==> config.mk <==
export PLATFORM = sky130hd
export DESIGN_NAME = pc_sequencer
export DESIGN_NICKNAME = d
export VERILOG_FILES = /design/src/rtl/cpu_pkg.sv /design/src/rtl/pc_next_sel.sv /design/src/rtl/pc_sequencer.sv
export SDC_FILE = /design/constraint.sdc
export NUM_CORES = 1
export LEC_CHECK = 0
export CAP_MARGIN = 20
export CELL_PAD_IN_SITES_DETAIL_PLACEMENT = 1
export CELL_PAD_IN_SITES_GLOBAL_PLACEMENT = 1
export CORE_ASPECT_RATIO = 1.1
export CORE_UTILIZATION = 38
export CTS_CLUSTER_SIZE = 14
export DETAILED_ROUTE_END_ITERATION = 10
export GPL_TIMING_DRIVEN = 0
export PLACE_DENSITY = 0.88
export SYNTH_ARGS = -nofsm -noshare
export SYNTH_HDL_FRONTEND = slang
export SYNTH_SLANG_ARGS = --single-unit
==> constraint.sdc <==
create_clock -name Clk -period 2 [get_ports Clk]
set_input_delay 0.4 -clock Clk [delete_from_list [all_inputs] [get_ports Clk]]
set_output_delay 0.4 -clock Clk [all_outputs]
set_load 0.05 [all_outputs]
==> src/rtl/cpu_pkg.sv <==
`default_nettype none
// ============================================================================
//  Module      : cpu_pkg
//  Description : Shared definitions for the fetch/execute controller:
//                sequencer state encodings (3-bit) and default PC geometry.
//  Revision    : 1.0  initial release
// ============================================================================
package cpu_pkg;

    // Default program-counter width and reset vector
    localparam int unsigned PC_WIDTH_DEF  = 8;
    localparam int unsigned RESET_PC_DEF  = 0;
    localparam int unsigned RETIRED_WIDTH = 16;

    // Sequencer states, explicit 3-bit encoding
    typedef enum logic [2:0] {
        ST_IDLE  = 3'd0,
        ST_FETCH = 3'd1,
        ST_EXEC  = 3'd2,
        ST_HALT  = 3'd3,
        ST_FAULT = 3'd4
    } seq_state_e;

endpackage : cpu_pkg
`default_nettype wire

==> src/rtl/pc_next_sel.sv <==
`default_nettype none
// ============================================================================
//  Module      : pc_next_sel
//  Description : Combinational next-PC selector. Priority is
//                stall (hold) > halt (hold) > jump/branch (target) > +1.
//  Ports       : i_pc            current PC
//                i_stall/i_halt  hold requests
//                i_jump/i_branch redirect requests (either one redirects)
//                i_target        redirect target
//                o_next_pc       selected next PC (wraps mod 2^PC_WIDTH)
//  Revision    : 1.0  initial release
// ============================================================================
module pc_next_sel
    import cpu_pkg::*;
#(
    parameter int unsigned PC_WIDTH = PC_WIDTH_DEF
) (
    input  logic [PC_WIDTH-1:0] i_pc,
    input  logic                i_stall,
    input  logic                i_halt,
    input  logic                i_jump,
    input  logic                i_branch,
    input  logic [PC_WIDTH-1:0] i_target,
    output logic [PC_WIDTH-1:0] o_next_pc
);

    always_comb begin
        o_next_pc = i_pc;
        if (i_stall || i_halt) begin
            o_next_pc = i_pc;
        end else if (i_jump || i_branch) begin
            o_next_pc = i_target;
        end else begin
            o_next_pc = i_pc + PC_WIDTH'(1);
        end
    end

endmodule : pc_next_sel
`default_nettype wire

==> src/rtl/pc_sequencer.sv <==
`default_nettype none
// ============================================================================
//  Module      : pc_sequencer
//  Description : Fetch/execute controller owning the program counter.
//                Fetches over a req/ack handshake, presents each instruction
//                for one execute slot, selects the next PC and watchdogs
//                stuck fetches.
//  Ports       : Clk, Clear_n (async, active-low)
//                Run                     start / resume
//                Imem_Req, Imem_Addr     fetch request + address (= PC)
//                Imem_Ack                fetch accepted / instruction valid
//                Instr_Valid             high while executing
//                Stall, Halt, Jump, Branch_Taken, Branch_Target  decoder
//                PC, Halted, Fault, Retired                      status
//  Revision    : 1.0  initial release
// ============================================================================
module pc_sequencer
    import cpu_pkg::*;
#(
    parameter int unsigned          PC_WIDTH      = PC_WIDTH_DEF,
    parameter logic [PC_WIDTH-1:0]  RESET_PC      = PC_WIDTH'(RESET_PC_DEF),
    parameter int unsigned          FETCH_TIMEOUT = 15
) (
    input  logic                     Clk,
    input  logic                     Clear_n,
    input  logic                     Run,
    output logic                     Imem_Req,
    output logic [PC_WIDTH-1:0]      Imem_Addr,
    input  logic                     Imem_Ack,
    output logic                     Instr_Valid,
    input  logic                     Stall,
    input  logic                     Halt,
    input  logic                     Jump,
    input  logic                     Branch_Taken,
    input  logic [PC_WIDTH-1:0]      Branch_Target,
    output logic [PC_WIDTH-1:0]      PC,
    output logic                     Halted,
    output logic                     Fault,
    output logic [RETIRED_WIDTH-1:0] Retired
);

    localparam logic [7:0]               C_TIMEOUT = 8'(FETCH_TIMEOUT);
    localparam logic [RETIRED_WIDTH-1:0] C_RET_MAX = '1;

    seq_state_e                 state_q, state_d;
    logic [PC_WIDTH-1:0]        pc_q, pc_d;
    logic [7:0]                 tmo_q, tmo_d;
    logic [RETIRED_WIDTH-1:0]   retired_q, retired_d;
    logic                       imem_req_q, imem_req_d;
    logic                       instr_valid_q, instr_valid_d;
    logic                       halted_q, halted_d;
    logic                       fault_q, fault_d;

    logic                       w_in_exec;
    logic [PC_WIDTH-1:0]        w_next_pc;

    // Decoder inputs only matter during the execute slot; outside EXEC the
    // selector sees no requests and yields PC+1 (used for resume from HALT).
    assign w_in_exec = (state_q == ST_EXEC);

    pc_next_sel #(
        .PC_WIDTH (PC_WIDTH)
    ) u_pc_next_sel (
        .i_pc      (pc_q),
        .i_stall   (w_in_exec & Stall),
        .i_halt    (w_in_exec & Halt),
        .i_jump    (w_in_exec & Jump),
        .i_branch  (w_in_exec & Branch_Taken),
        .i_target  (Branch_Target),
        .o_next_pc (w_next_pc)
    );

    always_comb begin
        state_d   = state_q;
        pc_d      = pc_q;
        tmo_d     = tmo_q;
        retired_d = retired_q;

        case (state_q)
            ST_IDLE: begin
                if (Run) begin
                    state_d = ST_FETCH;
                    tmo_d   = 8'd0;
                end
            end
            ST_FETCH: begin
                // Ack beats the watchdog even on the final counted cycle
                if (Imem_Ack) begin
                    state_d = ST_EXEC;
                end else begin
                    tmo_d = tmo_q + 8'd1;
                    if (tmo_d == C_TIMEOUT) begin
                        state_d = ST_FAULT;
                    end
                end
            end
            ST_EXEC: begin
                if (!Stall) begin
                    pc_d      = w_next_pc;
                    retired_d = (retired_q == C_RET_MAX) ? retired_q
                                                         : retired_q + 1'b1;
                    tmo_d     = 8'd0;
                    state_d   = Halt ? ST_HALT : ST_FETCH;
                end
            end
            ST_HALT: begin
                if (Run) begin
                    pc_d    = w_next_pc;
                    tmo_d   = 8'd0;
                    state_d = ST_FETCH;
                end
            end
            ST_FAULT: begin
                state_d = ST_FAULT;
            end
            default: begin
                state_d = ST_IDLE;
            end
        endcase

        // Status outputs are registered copies of the upcoming state
        imem_req_d    = (state_d == ST_FETCH);
        instr_valid_d = (state_d == ST_EXEC);
        halted_d      = (state_d == ST_HALT);
        fault_d       = fault_q | (state_d == ST_FAULT);
    end

    always_ff @(posedge Clk or negedge Clear_n) begin
        if (!Clear_n) begin
            state_q       <= ST_IDLE;
            pc_q          <= RESET_PC;
            tmo_q         <= 8'd0;
            retired_q     <= '0;
            imem_req_q    <= 1'b0;
            instr_valid_q <= 1'b0;
            halted_q      <= 1'b0;
            fault_q       <= 1'b0;
        end else begin
            state_q       <= state_d;
            pc_q          <= pc_d;
            tmo_q         <= tmo_d;
            retired_q     <= retired_d;
            imem_req_q    <= imem_req_d;
            instr_valid_q <= instr_valid_d;
            halted_q      <= halted_d;
            fault_q       <= fault_d;
        end
    end

    assign Imem_Req    = imem_req_q;
    assign Imem_Addr   = pc_q;
    assign Instr_Valid = instr_valid_q;
    assign PC          = pc_q;
    assign Halted      = halted_q;
    assign Fault       = fault_q;
    assign Retired     = retired_q;

endmodule : pc_sequencer
`default_nettype wire

# Word level (Yosys, flattened, before mapping)
# Cells that the tools add are included.
[totals]
output_inout_bits = 36
register_bits = 39
[op_classes]
n_reduce_logical = 9
eq_ne = 14
add_sub_neg = 3
bitwise = 7
n_mux = 15
[op_table]
columns = ["cell", "n"]
rows = [
  ["two-way mux 8 bit", 7],
  ["case mux 8 bit (3 select lines)", 1],
  ["adder 16 x 1 -> 16 bit (second input constant)", 1],
  ["adder 8 x 1 -> 8 bit (second input constant)", 2],
  ["equality test 16 bit (second input constant)", 1],
  ["case mux 8 bit (2 select lines)", 1],
  ["equality test 3 x 2 -> 1 bit (second input constant)", 4],
  ["two-way mux 3 bit", 4],
  ["case mux 3 bit (4 select lines)", 1],
  ["equality test 8 x 4 -> 1 bit (second input constant)", 1],
  ["equality test 3 x 1 -> 1 bit (second input constant)", 2],
  ["equality test 3 bit (second input constant)", 2],
  ["inequality test 2 bit (second input constant)", 3],
  ["AND reduction 3 bit", 2],
  ["bitwise AND 1 bit", 4],
  ["AND reduction 4 bit", 1],
  ["zero test 3 bit", 1],
  ["nonzero test 3 bit", 1],
  ["logical OR 1 bit", 2],
  ["two-way mux 2 bit", 1],
  ["inequality test 2 x 1 -> 1 bit (second input constant)", 1],
  ["inverter 1 bit", 2],
  ["nonzero test 2 bit", 1],
  ["OR reduction 2 bit", 1],
  ["OR 1 bit", 1],
]

# Logic depth before layout (Yosys ltp)
# Gate-level depths: netlist (run 1).
[logic_depth]
word_depth = 7
depth_mapped = 6
ltp_nobuf = 5

# Hierarchy
# A second synthesis (run 1) with hierarchy kept.
[unflattened]
cells_unflattened = 238
hier_area_um2 = 2331.0
[modules_own_cells]
columns = ["module", "cells_per_inst", "n_inst", "area_per_inst_um2", "seq_area_each_um2"]
rows = [
  ["pc_sequencer", 190, 1, 2021.9, 975.9],
  ["pc_next_sel", 48, 1, 309.0, 0.0],
]

# Worst setup path before layout (run 1)
# No wires, ideal clock.
[synth_path]
path_type = "flip-flop to flip-flop"
start = "register retired_q[0], in the netlist Retired[0]"
end = "register retired_q[2], in the netlist Retired[2]"
path_stages_with_launch = 7
period_less_slack_ps = 2255
arrival_ps = 2109
path_slack_ps = -255
n_path_buf = 1
setup_time_ps = 146
path_cell_list = "dfrtp_1 -> ha_1 -> nand3_1 -> nor4_1 -> buf_2 -> nor3b_1 -> xor2_1"
[synth_via]
elab_chain_len = 3
[synth_lines]
columns = ["item", "line_no", "text"]
rows = [
  ["from (decl)", "pc_sequencer.sv:48", "logic [RETIRED_WIDTH-1:0] retired_q, retired_d;"],
  ["from (signal assigned)", "pc_sequencer.sv:142", "retired_q <= retired_d;"],
  ["branches (longest 3 deep; another with adder 16 x 1 -> 16 bit)", "-", ""],
]
# Several ways; the timed one is not identified.
# A chain may end at the register's enable or synchronous reset.

# Worst setup path after layout (run 1)
[layout_path]
start = "register retired_q[8], in the netlist Retired[8]"
end = "output port Retired[8]"
[layout_rtl]
columns = ["item", "line_no", "text"]
rows = [
  ["to (decl)", "pc_sequencer.sv:39", "output logic [RETIRED_WIDTH-1:0] Retired"],
]
# No word-level cell between the ends.

==> out/metrics.yaml, run 1 <==
synth:
  synth_area_leaders: "dfrtp_1 45%, xor2_1 5.6%, mux2i_1 3.2%, buf_4 3.1%, o31ai_1 3.1%"
  ys_seq_area_share_pct: 45.0
  syn_inst: 220
  synthTopCellsByCount: "39 x dfrtp_1, 15 x nand2_1, 14 x xor2_1"
  synth_top_area_share_pct: 45.0
  synth_largest_area_cell: "dfrtp_1"
  synth.distinct_cells: 42
  syn_nets: 240
  syn_area_sq_um: 2170
  ys.flop_type: "dfrtp_1"
  synth-edff-count: 0
  async_flop_share_pct: 100
  ys_seq_elements: 39
  yosys_warnings: 0
  yosysMostFrequentCell: "dfrtp_1"
  avgSynthCellArea_sq_um: 9.87
sta:
  timing.final.crit_share_pct: 97.3
  worst-slew-pin-transition_ns: 0.878
  rsz0062_at_grt: "false"
  slew_violations: 0
  setup_viol: 0
  slew_headroom_pct: 41.5
  final.setup_skew_ns: 0.0105
  fin_crit_ns: 1.95
  max_freq_mhz: 514
  hold_viol: 0
clocking:
  ctsHtreeMaxLevel: 2
  cts_hold_buf: 0
  cts_sinks: 39
  cts_inserted_buffers: 5
  cts_tree: "built"
  clk_pin_slew_ns: 0.08
  clk_path_buf_depth: 2
  clockRootBuffer: "clkbuf_8"
  clk_latency_ns: 0.29
drt:
  via_count: 1937
  top_layer: "met4"
  drtPass1Iterations: 4
  wl_met1_mm: 2.52
  drc_errors: 0
  drtIter0Drc: 116
  routedWlPerCell_um: 16.6
  dr_wl_met2_mm: 3.09
  route.met3.wl_um: 171
  viasPerCell: 5.49
  ant_nets: 0
  routed_wl_mm: 5.86
pwr:
  power.leakage_nw: 1.51
  irDropWorstVdd_v: 0.000676
  power_density_nw_per_um2: 1330
  finalPower_mw: 3.89
worst_setup_path:
  start_kind: "flip-flop"
  cp_max_fo: 4
  worstSetupPathType: "flip-flop to output port"
  crit_family: "buffers and inverters"
  critical-path-slowest-cell: "clkdlybuf4s50_1"
  worstPathCellList: "clkdlybuf4s50_1"
  cp_slowest_stage_delay_ns: 0.83
  cp_num_buf_inv: 1
  worstPathRequired_ns: 1.60
  cp.arrival_ns: 1.55
  end_kind: "output port"
floorplan:
  core_sq_um: 5430
  rows: 28
  die_x_um: 74.1
  dieArea_sq_um: 6020
  die_height_um: 81.3
  start_util_pct: 40.0
  io_pins: 52
grt:
  antenna_found_initial: 0
  grt_pass1_vias: 2008
  grt_usage_pct: 21.3
  grt_pass1_wl_mm: 9.80
  grt_max_degree: 40
  grt_overflow_total: 0
finish:
  drive_gt1_share_pct: 14.0
  area_delta_synth_final_pct: 34.6
  antennaDiodeCount: 0
  instances_no_fill: 353
  final_nets: 297
placement:
  portBuffers: 51
  globalplace.congestion: 0.775
  dp.cells: 346
  hpwl_mm: 4.23
run_status:
  outcome: "finished, final reports clean"
job:
  drv_cap: 0
worst_hold_path:
  min_path_type: "input pin to asynchronous set/reset pin"
[power by group]
part	internal [mW]	total [mW]	switching, mW
Sequential	0.971	1.19	0.215
Combinational	0.784	2.19	1.40
Clock	0.239	0.514	0.275
Total	1.99	3.89	1.89
[stage by stage]
stage | area (sq um) | setup slack (ns) | hold WS (ns) | TNS, ns | utilization [%]
6_report | 2920 | 0.0536 | 0.218 | 0 | 53.8
2_1_floorplan | 2180 | 0.0161 | 0.104 | 0 | -
5_1_grt | 2920 | 0.00938 | 0.298 | 0 | 53.8
3_5_place_dp | 2780 | -0.423 | 0.479 | -7.66 | 51.2
4_1_cts | 2890 | 0.00213 | 0.260 | 0 | 53.2
3_3_place_gp | 2780 | -0.603 | 0.472 | -24.64 | 51.3
[path summary, 6_finish.rpt]
| check | startpoint | end | slack (ns) | cells past startpoint |
|---|---|---|---|---|
| setup / recovery | Retired[8] | Retired[8] | 0.05 | 1 |
| hold / removal | Clear_n | Imem_Addr[7] | 0.22 | 1 |
| setup reg to reg | Retired[0] | Retired[6] | 0.10 | 6 |
| hold reg to reg | tmo_q[7] | tmo_q[7] | 0.50 | 1 |
| max in group asynchronous | Clear_n | Retired[1] | 1.16 | 1 |
| min in group Clk | tmo_q[7] | tmo_q[7] | 0.50 | 1 |
[flip-flops by register name, indices dropped and copies added, names as in the netlist]
name and flops:
tmo_q 8, Instr_Valid 1, Imem_Addr 8, Halted 1
Fault 1, Retired 16, state_q 3, Imem_Req 1
[area by class of cell]
class / instances / area, sq um
buffer: 16 / 106
clock buffer: 5 / 68.8
clock inverter: 3 / 15.0
fill: 621 / 2510
inverter: 5 / 18.8
multi-input combinational: 157 / 1100
sequential: 39 / 978
tap: 75 / 93.8
timing repair buffer: 53 / 538
[cell usage in the layout, fill, tap and decap left out, types with 8 or more instances in the layout]
cell / instances
xor2_1: 14
dlygate4sd2_1: 12
nand3_1: 12
nor2_1: 8
nand4_1: 8
clkdlybuf4s50_1: 25
o21ai_0: 9
o31ai_1: 9
nand2_1: 15
buf_4: 10
a21oi_1: 8
dfrtp_1: 37
dlymetal6s2s_1: 13
[logic make-up after synthesis]
family,Yosys count,synth area share (%)
and+or+nand+nor,82,21.6
AOI/OAI and AO/OA,44,13.7
DFF,39,45.0
buffers and inverters,24,5.99
xor gates and xnor gates,18,7.26
muxes,9,4.27
adders and majority gates,4,2.31
[metal layers]
layer,global-route usage [%],up-vias
met3,3.60,8
met5,0,-
met4,5.96,0
met2,37.6,42
met1,26.5,969
li1,-,918
[what timing repair did]
action | CTS | global route
setup buffers | 2 | 0
resized for setup | 17 | 15
pin swaps | 3 | 2
setup endpoints to repair | 29 | 31
(Power assumes the default switching activity.)
==> run 2, diff against run 1 <==
MAX_ROUTING_LAYER = met4   (was unset)
==> out/metrics.yaml, run 2 (synthesized netlist as in run 1, its figures left out) <==
sta:
  final.setup_skew_ns: 0.0105  # -0.00000640 ns
  hold_viol: 0  # unchanged
  rsz0062_at_grt: "false"
  setup_tns_ns: 0  # unchanged
  setup_viol: 0  # unchanged
  timing.final.crit_share_pct: 97.5  # +0.18 points
  fin_crit_ns: 1.95  # +0.00365 ns
  max_freq_mhz: 513  # -0.19%
  worst-slew-pin-transition_ns: 0.878  # +0.000533 ns
  slew_violations: 0  # unchanged
  hold_ws_ns: 0.217  # -0.000980 ns
  slew_headroom_pct: 41.4  # about the same
drt:
  drc_errors: 0  # unchanged
  drtIter0Drc: 126  # +8.6%
  ant_nets: 0  # unchanged
  routedWlPerCell_um: 16.5  # -0.61%
  via_count: 1950  # +0.67%
  drtPass1Iterations: 5  # +1
  viasPerCell: 5.52  # +0.67%
  routed_wl_mm: 5.82  # -0.61%
grt:
  antenna_found_initial: 0  # unchanged
  grt_usage_pct: 21.8  # +0.46 points
  grt_overflow_total: 0  # unchanged
  grt_max_degree: 40  # unchanged
  grt_pass1_wl_mm: 9.74  # -0.63%
  grt_pass1_vias: 2009  # +0.050%
finish:
  area_delta_synth_final_pct: 34.4
  final_nets: 297  # unchanged
  largest_register_ffs: 16  # unchanged
  fillers: 622  # +0.16%
  drive_gt1_share_pct: 14.0  # unchanged
  layout_commonest_cell: "dfrtp_1"
  final_cell_mix: "37 x dfrtp_1, 27 x clkdlybuf4s50_1, 15 x nand2_1"
  instances_no_fill: 353  # unchanged
  antennaDiodeCount: 0  # unchanged
worst_setup_path:
  cp_slowest_stage_delay_ns: 0.83  # about the same
  cp_num_buf_inv: 1  # unchanged
  cp_max_fo: 4  # unchanged
  end_kind: "output port"
  worstSetupPathType: "flip-flop to output port"
  worstPathRequired_ns: 1.60  # about the same
  crit_family: "buffers and inverters"
  worstPathCellList: "clkdlybuf4s50_1"
  critical-path-slowest-cell: "clkdlybuf4s50_1"
  start_kind: "flip-flop"
  cp.arrival_ns: 1.55  # about the same
clocking:
  clockRootBuffer: "clkbuf_8"
  cts_tree: "built"
  clk_path_buf_depth: 2  # unchanged
  ctsHtreeMaxLevel: 2  # unchanged
  clk_pin_slew_ns: 0.08  # about the same
  clk_latency_ns: 0.29  # about the same
  cts_sinks: 39  # unchanged
  cts_inserted_buffers: 5  # unchanged
worst_hold_path:
  min_path_type: "input pin to asynchronous set/reset pin"
placement:
  dp.cells: 346  # unchanged
  hpwl_mm: 4.23  # unchanged
  globalplace.congestion: 0.785  # +1.4%
  portBuffers: 51  # unchanged
floorplan:
  io_pins: 52  # unchanged
  core_sq_um: 5430  # unchanged
  rows: 28  # unchanged
  dieArea_sq_um: 6020  # unchanged
  die_x_um: 74.1  # unchanged
  die_height_um: 81.3  # unchanged
  start_util_pct: 40.0  # unchanged
run_status:
  outcome: "finished, final reports clean"
job:
  drv_cap: 0  # unchanged
pwr:
  finalPower_mw: 3.89  # about the same
  power.leakage_nw: 1.49  # -1.9%
  irDropWorstVdd_v: 0.000678  # +0.29%
  power_density_nw_per_um2: 1330  # +0.26%
## run 2: changes by cell type in the layout (fill, tap and decap cells not counted)
cell	delta
dlymetal6s2s_1	-2
clkdlybuf4s50_1	+2
## run 2: metrics by stage
stage | util (%) | instance area (sq um) | setup slack (ns)
2_1_floorplan | - | 2180 | 0.0161
3_3_place_gp | 51.3 | 2780 | -0.603
3_5_place_dp | 51.2 | 2780 | -0.423
4_1_cts | 53.2 | 2890 | 0.00213
5_1_grt | 53.7 | 2920 | 0.000965
6_report | 53.7 | 2920 | 0.0500
## run 2: layout make-up
class / instances / area, sq um / share of cell area [%]
Tap cell: 75 / 93.8 / 3.22
Inverter: 5 / 18.8 / 0.643
Sequential cell: 39 / 978 / 33.5
Multi-Input combinational cell: 157 / 1100 / 37.8
Clock buffer: 5 / 68.8 / 2.36
Clock inverter: 3 / 15.0 / 0.515
Buffer: 16 / 106 / 3.64
Timing Repair Buffer: 53 / 533 / 18.3
## run 2: power breakdown
| group | switching [mW] | internal, mW |
|---|---|---|
| clock network | 0.278 | 0.239 |
| logic | 1.40 | 0.785 |
| registers | 0.216 | 0.971 |
| total | 1.90 | 2.00 |
## run 2: metal layers
layer  vias up  share of wire, %  global-route usage (%)
li1        917                 -                       -
met1       975                43                    26.3
met2        47                53                    37.6
met3        11               3.2                    2.85
met4         0               1.5                    6.54
met5         -                 0                       -
## run 2: repair_timing
action | in CTS | in global routing
hold buffers | 0 | 0
setup endpoints to repair | 29 | 29
pin swaps | 3 | 2
resized for setup | 17 | 13
setup buffers | 2 | 0
## run 2: path summary, 6_finish.rpt
kind                            depth (start not counted)           end  slack (ns)  startpoint
worst max-delay path                                    1    Retired[9]        0.05  Retired[9]
worst min-delay path                                    1  Imem_Addr[7]        0.22     Clear_n
max in group asynchronous                               1    Retired[1]        1.16     Clear_n
worst max register to register                          5      tmo_q[5]        0.10  state_q[0]
worst min register to register                          1      tmo_q[7]        0.50    tmo_q[7]
min in group Clk                                        1      tmo_q[7]        0.50    tmo_q[7]
